$ cat src/rtl/lcd_pkg.sv
// Shared definitions for the character-LCD bus: opcodes, nibble modes, geometry.
package lcd_pkg;
    // Display geometry, shared with the write controller
    localparam int         LCD_LINE_LEN   = 16;
    localparam logic [6:0] LCD_LINE2_BASE = 7'h40;
    localparam int         BUF_DEPTH      = 2 * LCD_LINE_LEN;
    localparam int         BUF_AW         = $clog2(BUF_DEPTH);

    localparam logic [7:0] CHAR_SPACE = 8'h20;

    // Command opcodes: the highest set bit identifies the instruction
    localparam logic [7:0] CMD_CLEAR = 8'h01;
    localparam logic [7:0] CMD_HOME  = 8'h02;
    localparam logic [7:0] CMD_ENTRY = 8'h04;
    localparam logic [7:0] CMD_DISP  = 8'h08;
    localparam logic [7:0] CMD_FUNC  = 8'h20;
    localparam logic [7:0] CMD_CGRAM = 8'h40;
    localparam logic [7:0] CMD_DDRAM = 8'h80;

    typedef enum logic [1:0] {INIT8, NIB_HI, NIB_LO} mode_e;
    typedef enum logic       {TGT_DDRAM, TGT_CGRAM} target_e;

    typedef struct packed {
        logic       rs;
        logic [7:0] data;
    } bus_byte_t;

    // True when b belongs to opcode op: b's leading one is op's single bit
    function automatic logic cmd_is(input logic [7:0] b, input logic [7:0] op);
        return (b & ~(op - 8'd1)) == op;
    endfunction
endpackage

$ cat src/rtl/lcd_bus_rx_if.sv
// 4-bit LCD bus pins; master is the write controller, slave is the responder.
interface lcd_bus_rx_if;
    logic       lcd_rs;
    logic       lcd_rw;
    logic       lcd_e;
    logic [3:0] sf_d_in;
    logic [3:0] sf_d_out;
    logic       sf_d_oe;

    modport master (output lcd_rs, lcd_rw, lcd_e, sf_d_in, input sf_d_out, sf_d_oe);
    modport slave  (input lcd_rs, lcd_rw, lcd_e, sf_d_in, output sf_d_out, sf_d_oe);
endinterface

$ cat src/rtl/lcd_charbuf.sv
// 32x8 character mirror: one write port (data or clear), one registered read port.
module lcd_charbuf
    import lcd_pkg::*;
(
    input  logic              clk,
    input  logic              rst_n,
    input  logic              we,
    input  logic [BUF_AW-1:0] waddr,
    input  logic [7:0]        wdata,
    input  logic [BUF_AW-1:0] raddr,
    output logic [7:0]        rdata
);
    logic [7:0] mem [BUF_DEPTH];
    logic [7:0] rdata_d, rdata_q;

    // Storage array; contents are defined by the auto-clear after reset
    always_ff @(posedge clk) begin
        if (we) mem[waddr] <= wdata;
    end

    // Read mux feeding the output register
    always_comb begin
        rdata_d = mem[raddr];
    end

    // One-cycle registered read
    always_ff @(posedge clk or negedge rst_n) begin
        if (!rst_n) rdata_q <= '0;
        else        rdata_q <= rdata_d;
    end

    assign rdata = rdata_q;
endmodule

$ cat src/rtl/lcd_bus_rx.sv
// HD44780-style 4-bit bus responder: decodes E-strobed nibbles, mirrors DDRAM
// into a 32-byte buffer and answers busy-flag/address reads.
module lcd_bus_rx
    import lcd_pkg::*;
#(
    parameter logic [6:0] LINE2_BASE = LCD_LINE2_BASE,
    parameter int         LINE_LEN   = LCD_LINE_LEN
) (
    input  logic              clk,
    input  logic              rst_n,
    lcd_bus_rx_if.slave       bus,
    input  logic [BUF_AW-1:0] rd_addr,
    output logic [7:0]        rd_data,
    output logic              byte_valid,
    output logic              byte_rs,
    output logic [7:0]        byte_data,
    output logic [6:0]        ac,
    output logic              four_bit_mode,
    output logic              display_on,
    output logic              busy,
    output logic              overrun
);
    logic [1:0]      e_sync_q, rs_sync_q, rw_sync_q;
    logic [1:0][3:0] d_sync_q;
    logic            e_prev_q;
    logic            e_s, rs_s, rw_s, e_fall;
    logic [3:0]      d_s;

    mode_e       mode_d, mode_q;
    target_e     tgt_d, tgt_q;
    logic [3:0]  hi_d, hi_q;
    logic [6:0]  ac_d, ac_q;
    logic        id_d, id_q, disp_d, disp_q, four_d, four_q;
    logic        busy_d, busy_q, pend_clr_d, pend_clr_q, overrun_d, overrun_q;
    logic [BUF_AW-1:0] clr_idx_d, clr_idx_q;
    logic        bv_d, bv_q, brs_d, brs_q;
    logic [7:0]  bdata_d, bdata_q;

    bus_byte_t   cur;
    logic        byte_done, do_cmd, do_data, map_ok, rd_en;
    logic [6:0]  line2_off;
    logic [BUF_AW-1:0] map_idx;
    logic        buf_we;
    logic [BUF_AW-1:0] buf_waddr;
    logic [7:0]  buf_wdata;

    // Two-flop synchronizers plus an E history flop for edge detection
    always_ff @(posedge clk or negedge rst_n) begin
        if (!rst_n) begin
            e_sync_q  <= '0;
            rs_sync_q <= '0;
            rw_sync_q <= '0;
            d_sync_q  <= '0;
            e_prev_q  <= 1'b0;
        end else begin
            e_sync_q  <= {e_sync_q[0], bus.lcd_e};
            rs_sync_q <= {rs_sync_q[0], bus.lcd_rs};
            rw_sync_q <= {rw_sync_q[0], bus.lcd_rw};
            d_sync_q  <= {d_sync_q[0], bus.sf_d_in};
            e_prev_q  <= e_sync_q[1];
        end
    end

    assign e_s    = e_sync_q[1];
    assign rs_s   = rs_sync_q[1];
    assign rw_s   = rw_sync_q[1];
    assign d_s    = d_sync_q[1];
    assign e_fall = e_prev_q & ~e_s;

    // DDRAM address to buffer index; holes between the lines are unmapped
    always_comb begin
        line2_off = ac_q - LINE2_BASE;
        map_ok    = 1'b0;
        map_idx   = ac_q[BUF_AW-1:0];
        if (ac_q < 7'(LINE_LEN)) begin
            map_ok = 1'b1;
        end else if (ac_q >= LINE2_BASE && line2_off < 7'(LINE_LEN)) begin
            map_ok  = 1'b1;
            map_idx = BUF_AW'(LINE_LEN) + line2_off[BUF_AW-1:0];
        end
    end

    // Nibble assembly, command/data execution and the clear sequencer
    always_comb begin
        mode_d     = mode_q;
        tgt_d      = tgt_q;
        hi_d       = hi_q;
        ac_d       = ac_q;
        id_d       = id_q;
        disp_d     = disp_q;
        four_d     = four_q;
        busy_d     = busy_q;
        pend_clr_d = pend_clr_q;
        clr_idx_d  = clr_idx_q;
        overrun_d  = overrun_q;
        bv_d       = 1'b0;
        brs_d      = brs_q;
        bdata_d    = bdata_q;
        buf_we     = 1'b0;
        buf_waddr  = clr_idx_q;
        buf_wdata  = CHAR_SPACE;
        byte_done  = 1'b0;
        cur        = '0;
        do_cmd     = 1'b0;
        do_data    = 1'b0;

        case (mode_q)
            INIT8: if (e_fall && !rw_s) begin
                byte_done = 1'b1;
                cur       = '{rs: rs_s, data: {d_s, 4'h0}};
            end
            NIB_HI: if (e_fall) begin
                hi_d   = d_s;
                mode_d = NIB_LO;
            end
            NIB_LO: if (e_fall) begin
                // Reads also advance the phase so the pair stays aligned
                mode_d = NIB_HI;
                if (!rw_s) begin
                    byte_done = 1'b1;
                    cur       = '{rs: rs_s, data: {hi_q, d_s}};
                end
            end
            default: mode_d = INIT8;
        endcase

        if (byte_done) begin
            if (busy_q) begin
                overrun_d = 1'b1;
            end else if (mode_q == INIT8) begin
                // 8-bit strobes carry only the upper nibble; 0x2 drops to 4-bit
                if (!cur.rs) begin
                    if (cur.data == CMD_FUNC) begin
                        four_d = 1'b1;
                        mode_d = NIB_HI;
                    end else begin
                        do_cmd = 1'b1;
                    end
                end
            end else begin
                bv_d    = 1'b1;
                brs_d   = cur.rs;
                bdata_d = cur.data;
                do_cmd  = !cur.rs;
                do_data = cur.rs;
            end
        end

        if (do_cmd) begin
            if (cmd_is(cur.data, CMD_DDRAM)) begin
                ac_d  = cur.data[6:0];
                tgt_d = TGT_DDRAM;
            end else if (cmd_is(cur.data, CMD_CGRAM)) begin
                tgt_d = TGT_CGRAM;
            end else if (cmd_is(cur.data, CMD_FUNC)) begin
                // function set: width is already fixed, nothing to do
            end else if (cmd_is(cur.data, CMD_DISP)) begin
                disp_d = cur.data[2];
            end else if (cmd_is(cur.data, CMD_ENTRY)) begin
                id_d = cur.data[1];
            end else if (cmd_is(cur.data, CMD_HOME)) begin
                ac_d = '0;
            end else if (cmd_is(cur.data, CMD_CLEAR)) begin
                busy_d    = 1'b1;
                clr_idx_d = '0;
            end
        end

        // CGRAM data is swallowed without moving the address counter
        if (do_data && tgt_q == TGT_DDRAM) begin
            if (map_ok) begin
                buf_we    = 1'b1;
                buf_waddr = map_idx;
                buf_wdata = cur.data;
            end
            ac_d = id_q ? ac_q + 7'd1 : ac_q - 7'd1;
        end

        if (pend_clr_q) begin
            pend_clr_d = 1'b0;
            busy_d     = 1'b1;
            clr_idx_d  = '0;
        end

        // Clear owns the write port while busy
        if (busy_q) begin
            buf_we    = 1'b1;
            buf_waddr = clr_idx_q;
            buf_wdata = CHAR_SPACE;
            if (clr_idx_q == BUF_AW'(BUF_DEPTH - 1)) begin
                busy_d = 1'b0;
                ac_d   = '0;
                id_d   = 1'b1;
            end else begin
                clr_idx_d = clr_idx_q + 1'b1;
            end
        end
    end

    // State register; reset arms the power-on clear
    always_ff @(posedge clk or negedge rst_n) begin
        if (!rst_n) begin
            mode_q     <= INIT8;
            tgt_q      <= TGT_DDRAM;
            hi_q       <= '0;
            ac_q       <= '0;
            id_q       <= 1'b1;
            disp_q     <= 1'b0;
            four_q     <= 1'b0;
            busy_q     <= 1'b0;
            pend_clr_q <= 1'b1;
            clr_idx_q  <= '0;
            overrun_q  <= 1'b0;
            bv_q       <= 1'b0;
            brs_q      <= 1'b0;
            bdata_q    <= '0;
        end else begin
            mode_q     <= mode_d;
            tgt_q      <= tgt_d;
            hi_q       <= hi_d;
            ac_q       <= ac_d;
            id_q       <= id_d;
            disp_q     <= disp_d;
            four_q     <= four_d;
            busy_q     <= busy_d;
            pend_clr_q <= pend_clr_d;
            clr_idx_q  <= clr_idx_d;
            overrun_q  <= overrun_d;
            bv_q       <= bv_d;
            brs_q      <= brs_d;
            bdata_q    <= bdata_d;
        end
    end

    // Read-back drive: busy flag and address counter, nibble by nibble
    always_comb begin
        rd_en        = e_s && rw_s && (mode_q != INIT8);
        bus.sf_d_oe  = rd_en;
        bus.sf_d_out = 4'h0;
        if (rd_en && !rs_s) begin
            bus.sf_d_out = (mode_q == NIB_HI) ? {busy_q, ac_q[6:4]} : ac_q[3:0];
        end
    end

    lcd_charbuf u_charbuf (
        .clk   (clk),
        .rst_n (rst_n),
        .we    (buf_we),
        .waddr (buf_waddr),
        .wdata (buf_wdata),
        .raddr (rd_addr),
        .rdata (rd_data)
    );

    assign byte_valid    = bv_q;
    assign byte_rs       = brs_q;
    assign byte_data     = bdata_q;
    assign ac            = ac_q;
    assign four_bit_mode = four_q;
    assign display_on    = disp_q;
    assign busy          = busy_q;
    assign overrun       = overrun_q;
endmodule

$ cat src/flat_wrapper.sv
// flat-port wrapper written by rule: the top's interface ports become plain ports
module lcd_bus_rx_flat import lcd_pkg::*;
#(
    parameter logic [6:0] LINE2_BASE = LCD_LINE2_BASE,
    parameter int         LINE_LEN   = LCD_LINE_LEN
)
  (clk, rst_n, rd_addr, rd_data, byte_valid, byte_rs, byte_data, ac, four_bit_mode, display_on, busy, overrun, bus_lcd_rs, bus_lcd_rw, bus_lcd_e, bus_sf_d_in, bus_sf_d_out, bus_sf_d_oe);
  lcd_bus_rx_if bus_i ();
  input  logic clk;
  input  logic rst_n;
  input  logic [BUF_AW-1:0] rd_addr;
  output logic [7:0] rd_data;
  output logic byte_valid;
  output logic byte_rs;
  output logic [7:0] byte_data;
  output logic [6:0] ac;
  output logic four_bit_mode;
  output logic display_on;
  output logic busy;
  output logic overrun;
  input wire logic [$bits(bus_i.lcd_rs)-1:0] bus_lcd_rs;
  input wire logic [$bits(bus_i.lcd_rw)-1:0] bus_lcd_rw;
  input wire logic [$bits(bus_i.lcd_e)-1:0] bus_lcd_e;
  input wire logic [$bits(bus_i.sf_d_in)-1:0] bus_sf_d_in;
  output wire logic [$bits(bus_i.sf_d_out)-1:0] bus_sf_d_out;
  output wire logic [$bits(bus_i.sf_d_oe)-1:0] bus_sf_d_oe;
  assign bus_i.lcd_rs = bus_lcd_rs;
  assign bus_i.lcd_rw = bus_lcd_rw;
  assign bus_i.lcd_e = bus_lcd_e;
  assign bus_i.sf_d_in = bus_sf_d_in;
  assign bus_sf_d_out = bus_i.sf_d_out;
  assign bus_sf_d_oe = bus_i.sf_d_oe;
  lcd_bus_rx #(.LINE2_BASE(LINE2_BASE), .LINE_LEN(LINE_LEN)) u_core (.clk(clk), .rst_n(rst_n), .bus(bus_i), .rd_addr(rd_addr), .rd_data(rd_data), .byte_valid(byte_valid), .byte_rs(byte_rs), .byte_data(byte_data), .ac(ac), .four_bit_mode(four_bit_mode), .display_on(display_on), .busy(busy), .overrun(overrun));
endmodule
$ cat config.mk
export PLATFORM = sky130hd
export DESIGN_NAME = lcd_bus_rx_flat
export DESIGN_NICKNAME = d
export VERILOG_FILES = /design/src/rtl/lcd_pkg.sv /design/src/rtl/lcd_bus_rx_if.sv /design/src/rtl/lcd_charbuf.sv /design/src/rtl/lcd_bus_rx.sv /design/src/flat_wrapper.sv
export SDC_FILE = /design/constraint.sdc
export NUM_CORES = 1
export LEC_CHECK = 0
export CORE_MARGIN = 2
export CORE_UTILIZATION = 55
export CTS_BUF_LIST = sky130_fd_sc_hd__clkbuf_16
export CTS_CLUSTER_SIZE = 14
export DETAILED_ROUTE_END_ITERATION = 6
export HOLD_SLACK_MARGIN = 0.02
export PLACE_DENSITY = 0.77
export SETUP_SLACK_MARGIN = 0.4
export SYNTH_ARGS = -nofsm -noshare
export SYNTH_HDL_FRONTEND = slang
export SYNTH_SLANG_ARGS = --single-unit
$ cat constraint.sdc
create_clock -name clk -period 4 [get_ports clk]
set_clock_uncertainty 0.15 [all_clocks]
set_input_delay 0.8 -clock clk [delete_from_list [all_inputs] [get_ports clk]]
set_output_delay 0.8 -clock clk [all_outputs]
set_load 0.005 [all_outputs]
==> results of run 1 <==
==> sequential cells by signal, indices dropped and copies added, names as in the netlist, 4 cells and up <==
register,cells
u_core.d_sync_q,4
u_core.clr_idx_q,5
u_core.hi_q,4
u_core.u_charbuf.mem,256
u_core.u_charbuf.rdata,8
u_core.byte_data,8
u_core.d_s,4
u_core.ac,7
==> worst reg2reg max path: cells and delay by family, from the launching register on <==
kind	cells	cell delay [ps]
flops	1	470
compound gates	1	100
simple gates	4	2070
buf+inv	1	280
==> power by group <==
group | switching, W | internal, W
sequential | 0.000172 | 0.00386
clock | 0.00112 | 0.00151
combinational | 0.000664 | 0.000455
==> through the flow <==
stage,setup WS [ps],cell area [um^2]
finish,574,14700
global route,413,14700
floorplan,756,12800
detailed placement,603,13800
global placement,721,13800
CTS,585,14700
==> cell usage after synthesis (5+ instances only) <==
library cell and n:
mux2_2 10, mux2i_1 40, ha_1 7, inv_1 11
o21ai_0 10, nand2_1 14, nand2b_1 5, clkbuf_1 18
buf_2 9, buf_1 8, nor2b_1 5, mux4_2 64
edfxtp_1 256, nand3_1 8, dfrtp_1 56, a22o_1 8
a211oi_1 13, a221oi_1 11, nor2_1 69, a21oi_1 5
==> layout make-up <==
type / instances / area (um^2)
timing repair buffer: 89 / 818
clock inverter: 25 / 186
tap: 285 / 357
sequential: 314 / 9140
multi-input combinational: 339 / 3450
inverter: 11 / 41.3
fill: 1494 / 7990
clock buffer: 29 / 726
==> final timing paths <==
| check | start | end | cells after the start |
|---|---|---|---|
| worst max-delay path | u_core.mode_q[0] | u_core.u_charbuf.mem[23][1] | 6 |
| worst min-delay path | rst_n | u_core.byte_valid | 1 |
| worst max register to register | u_core.mode_q[0] | u_core.u_charbuf.mem[23][1] | 6 |
| worst min register to register | u_core.d_sync_q[0] | u_core.d_s[0] | 0 |
| max in group asynchronous | rst_n | u_core.u_charbuf.rdata[3] | 2 |
| min in group clk | u_core.d_sync_q[0] | u_core.d_s[0] | 0 |
==> logic make-up (layout without fill, tap and decap cells) <==
logic type	Yosys count	in the layout	synth area share
AOI/OAI and AO/OA	78	78	0.0503
xor gates and xnor gates	5	5	0.00342
adders and majority gates	8	8	0.00841
buffers and inverters	51	154	0.0182
DFF	314	314	0.714
muxes	114	114	0.153
other	1	1	0.000293
and+or+nand+nor	133	133	0.0524
==> metal layers <==
metal  GRT usage  routed length (um)  up-vias
li1            -                   -     2984
met4      0.0647                 679        0
met5           0                   0        -
met3      0.0282                1570       49
met2       0.375               13300      317
met1       0.314               11000     3541
==> results.tsv, run 1 <==
stage	metric	value	unit
pwr	power_leakage	5.32	nW
pwr	max-vdd-ir-drop	0.000398	V
clock_network	htree_levels	1	
setup_path	path_class	register to register	
clock_network	cts_tree	done	
timing	maxSlewViolCount	0	
finish	final_core_util	0.648	
yosys	synth_top_cell_area_share	0.601	
place	port-buffer-count	47	
finish	final_cell_mix	edfxtp_1, mux4_2, nor2_1	
setup_path	crit_path_top_delay_cell	or4b_1	
timing	tns	0	ps
detailed_routing	drtIter0Drc	687	
global_route	grt_pass1_vias	7087	
detailed_routing	first_pass_iters	5	
timing	fin_crit_sh	0.857	
timing	period_minus_slack	3430	ps
timing	rsz0062_at_grt	false	
clock_network	clock_sinks	314	
detailed_routing	ant_nets	0	
timing	worstMarginPinSlew	1040	ps
status	status	completed	
global_route	grt_antenna_before_repair	0	
timing	hold_violations	0	
setup_path	critPathMaxFanout	15	
clock_network	path_clk_slew	60	ps
detailed_routing	viasPerCell	6.31	
place	place_congestion	0.868	
detailed_routing	wl_per_cell	24.2	um
yosys	ys_seq_elements	314	
timing	clock.fmax	292	MHz
clock_network	clock_latency	540	ps
flow_run	max-cap-violations	0	
setup_path	path_common_cell	or4b_1	
die	die_width	157	um
die	num_rows	55	
clock_network	hold_buffers	0	
place	dp.cells	1038	
clock_network	cts_setup_buffers	0	
setup_path	cp_top_family	simple AND/OR/NAND/NOR gates	
global_route	grt_pass1_wl	41300	um
place	hpwl	17200	um
global_route	grt_max_degree	37	
global_route	grt-ovfl-total	0	
hold_path	worstHoldPathType	input pin to asynchronous set/reset pin	
timing	whs	181	ps
pwr	total_power	0.00778	W
setup_path	cpPeakStageDelay	690	ps
yosys	synth_edf_count	256	
setup_path	cp_data_arrival_time	3450	ps
pwr	p_per_area	528	nW/um^2
finish	area_growth	15.0	%
yosys	ys_seq_area_frac	0.714	
yosys	async_reset_ff_frac	0.185	
setup_path	path_cells	or4b_1, or4b_1, buf_4, nor3_1, a41oi_2, nor2_1	
yosys	synth_cells	704	
die	die_area	24500	um^2
yosys	synth.distinct_cells	60	
clock_network	clock_path_buffers	3	
finish	diodes	0	
detailed_routing	drc	0	
die	io_pins	48	
yosys	synth_flop_cell	edfxtp_1	
timing	maxSlewHeadroom	0.304	
detailed_routing	wl	26500	um
detailed_routing	vias	6891	
clock_network	cts_inserted_buffers	29	
clock_network	cts_resized	0	
setup_path	cp.required	4020	ps
finish	final_nets	806	
yosys	synth.cell_area	12800	um^2
yosys	synth_nets	726	
setup_path	cp-start-kind	register	
die	die_h	157	um
setup_path	critPathCaptureType	register	
finish	final_common_cell	edfxtp_1	
yosys	ys_top_cells_by_area	edfxtp_1, mux4_2, dfrtp_1	
yosys	yosysWarnings	0	
die	start_util	0.564	
die	core-area	22700	um^2
setup_path	cp.buffers_inverters	1	
finish	final_cells	1092	
yosys	synth_top_cell_by_area	edfxtp_1	
clock_network	cts-root-buf	clkbuf_16	
timing	finalSetupViolCount	0	
setup_path	rrSetupSlack	570	ps
yosys	syn_avg_cell_area	18.2	um^2
finish	layout-drive-gt1-share	0.234	
global_route	grt_util_all_layers	0.224	
Power figures use the tool's default switching activity.
==> inputs of run 2 (changes only) <==
Settings changed: CORE_MARGIN 2 to 4.
==> run 2 against run 1 <==
  * Critical path depth unchanged
  * Clock power up 9.1%
  * Non-clock buffer count up 2
  * Design area up 1.3%
  * First-iteration DRC count up 9.8%
  * Flip-flop and latch count unchanged
  * Core utilization up 0.62 points
  * Largest power group unchanged
  * Sequential share of layout area down 0.77 points
  * Combinational power about the same
  * Highest routed layer unchanged
  * Maximum frequency up 1.3%
  * Via count down 0.16%
==> results.tsv, run 2 (synthesized netlist as in run 1, its figures left out) <==
stage	metric	value	unit	change
pwr	internal_power	0.00604	W	+3.8%
setup_path	path_common_cell	or4b_1		
timing	maxSlewViolCount	0		unchanged
setup_path	cp_top_family	simple AND/OR/NAND/NOR gates		
clock_network	clock_latency	550	ps	about the same
clock_network	cts-root-buf	clkbuf_16		
clock_network	cts_setup_buffers	0		unchanged
clock_network	path_clk_slew	60	ps	about the same
die	start_util	0.562		-0.00170
pwr	p_clk_frac	0.357		+0.019
global_route	grt_pass1_vias	7069		-0.25%
status	status	completed		
detailed_routing	drc	0		unchanged
pwr	power_leakage	5.35	nW	+0.70%
finish	final_cell_area	14900	um^2	+1.3%
finish	diodes	0		unchanged
detailed_routing	first_pass_iters	7		+2
timing	worstMarginPinSlew	1010	ps	-28.8 ps
finish	final_cell_mix	edfxtp_1, mux4_2, nor2_1		
pwr	seqPwrFrac	0.501		-0.017
detailed_routing	drtIter0Drc	754		+9.8%
clock_network	cts_inserted_buffers	30		+3.4%
finish	regArea	9140	um^2	unchanged
global_route	grtUsageMet2	0.338		-0.0372
place	hpwl	17400	um	+1.5%
finish	final_core_util	0.654		+0.00617
hold_path	worstHoldPathType	input pin to asynchronous set/reset pin		
finish	top_register	u_core.u_charbuf.mem		
clock_network	htree_levels	1		unchanged
place	place_congestion	0.815		-6.1%
timing	finalSetupViolCount	0		unchanged
global_route	grt_pass1_wl	42000	um	+1.5%
setup_path	cp.depth	6		unchanged
clock_network	clock_path_buffers	3		unchanged
flow_run	max-cap-violations	0		unchanged
pwr	max-vdd-ir-drop	0.000428	V	+7.6%
die	die_area	25800	um^2	+5.2%
global_route	grt_antenna_before_repair	0		unchanged
place	place_area	13900	um^2	+0.59%
finish	fillCellCount	1492		-0.13%
timing	hold_violations	0		unchanged
timing	tns	0	ps	unchanged
finish	layout-drive-gt1-share	0.239		+0.00501
pwr	p_sw	0.00200	W	+1.9%
setup_path	cpPeakStageDelay	660	ps	-30 ps
setup_path	cp_data_arrival_time	3410	ps	-40 ps
setup_path	cp-start-kind	register		
global_route	grt.busiest_layer	met2		
place	port-buffer-count	47		unchanged
pwr	p_per_area	539	nW/um^2	+2.1%
timing	rsz0062_at_grt	false		
global_route	grt_util_all_layers	0.210		-0.0135
timing	fin_crit_sh	0.845		-0.0111
setup_path	cp.required	4030	ps	about the same
detailed_routing	wl	26900	um	+1.7%
finish	multi_input_area	3460	um^2	+0.25%
detailed_routing	wl_per_cell	24.0	um	-1.2%
detailed_routing	vias	6880		-0.16%
finish	largest_register_ffs	256		unchanged
die	num_rows	55		unchanged
pwr	swShare	0.248		-0.00359
timing	maxSlewHeadroom	0.324		+0.0192
finish	area_growth	16.5	%	
setup_path	path_cells	or4b_1, or4b_1, buf_4, nor3_1, a41oi_2, nor2_1		
global_route	grtUsageMet3	0.0341		+0.00588
global_route	use_met1	0.304		-0.00984
timing	whs	181	ps	+0.0720 ps
setup_path	rr_worst_depth	6		unchanged
detailed_routing	ant_nets	0		unchanged
pwr	pwr-share-comb	0.142		-0.002
setup_path	critPathCaptureType	register		
clock_network	hold_buffers	0		unchanged
die	die_h	161	um	+2.6%
global_route	grt-ovfl-total	0		unchanged
finish	final_common_cell	edfxtp_1		
global_route	grt_max_degree	37		unchanged
die	die_width	161	um	+2.6%
timing	clock.fmax	296	MHz	+1.3%
setup_path	path_class	register to register		
setup_path	cp.buffers_inverters	1		unchanged
die	core-area	22800	um^2	+0.30%
setup_path	critPathMaxFanout	16		+1
finish	final_nets	809		+0.37%
die	io_pins	48		unchanged
clock_network	cts_tree	done		
setup_path	crit_path_top_delay_cell	or4b_1		
clock_network	clock_sinks	314		unchanged
timing	period_minus_slack	3380	ps	-44.6 ps
detailed_routing	viasPerCell	6.12		-3.0%
clock_network	cts_resized	0		unchanged
[run 2: cell count changes in the layout (fill, tap and decap cells not counted), sizes merged]
cell	before	now
inv	23	15
clkinv	10	14
clkinvlp	0	2
clkbuf	29	31
bufinv	3	5
buf	46	48
[run 2: worst reg2reg max path: cells and delay by family (launching register included)]
family	cells	cell delay (ps)
buffers and inverters	1	270
flip-flops	1	480
AO/OA/AOI/OAI	1	110
AND/OR/NAND/NOR	4	2020
[run 2: cell type report]
class,count,share of cell area
multi-input combinational,339,0.232
clock buffer,31,0.0520
clock inverter,25,0.0160
tap,313,0.0263
timing repair buffer,91,0.0576
sequential,314,0.613
inverter,11,0.00277
[run 2: path summary, 6_finish.rpt]
| path | slack (ps) | startpoint | end |
|---|---|---|---|
| hold / removal | 180 | rst_n | u_core.byte_valid |
| min in group clk | 190 | u_core.e_sync_q[0] | u_core.e_sync_q[1] |
| setup / recovery | 620 | u_core.mode_q[0] | u_core.u_charbuf.mem[23][3] |
| max in group asynchronous | 2640 | rst_n | u_core.id_q |
| setup reg to reg | 620 | u_core.mode_q[0] | u_core.u_charbuf.mem[23][3] |
| hold reg to reg | 190 | u_core.e_sync_q[0] | u_core.e_sync_q[1] |
[run 2: metal layers]
metal | up-vias | share of wire
met4 | 0 | 0.026
met2 | 316 | 0.49
met1 | 3531 | 0.41
met3 | 47 | 0.073
met5 | - | 0
li1 | 2986 | -
[run 2: per-stage QoR]
stage	power, W	worst slack [ps]	cells
4_1_cts	0.00807	585	1124
5_1_grt	0.00834	451	1124
6_report	0.00804	618	1124
3_3_place_gp	0.00515	763	1068
2_1_floorplan	0.00475	756	704
3_5_place_dp	0.00522	640	1068
[run 2: power by group through the flow]
stage               Sequential [W]  Combinational (W)  Clock [W]
detailed placement         0.00409            0.00113          0
global placement           0.00407            0.00109          0
global route               0.00405            0.00124    0.00305
CTS                        0.00403            0.00114    0.00290
floorplan                  0.00401           0.000744          0
finish                     0.00403            0.00114    0.00287
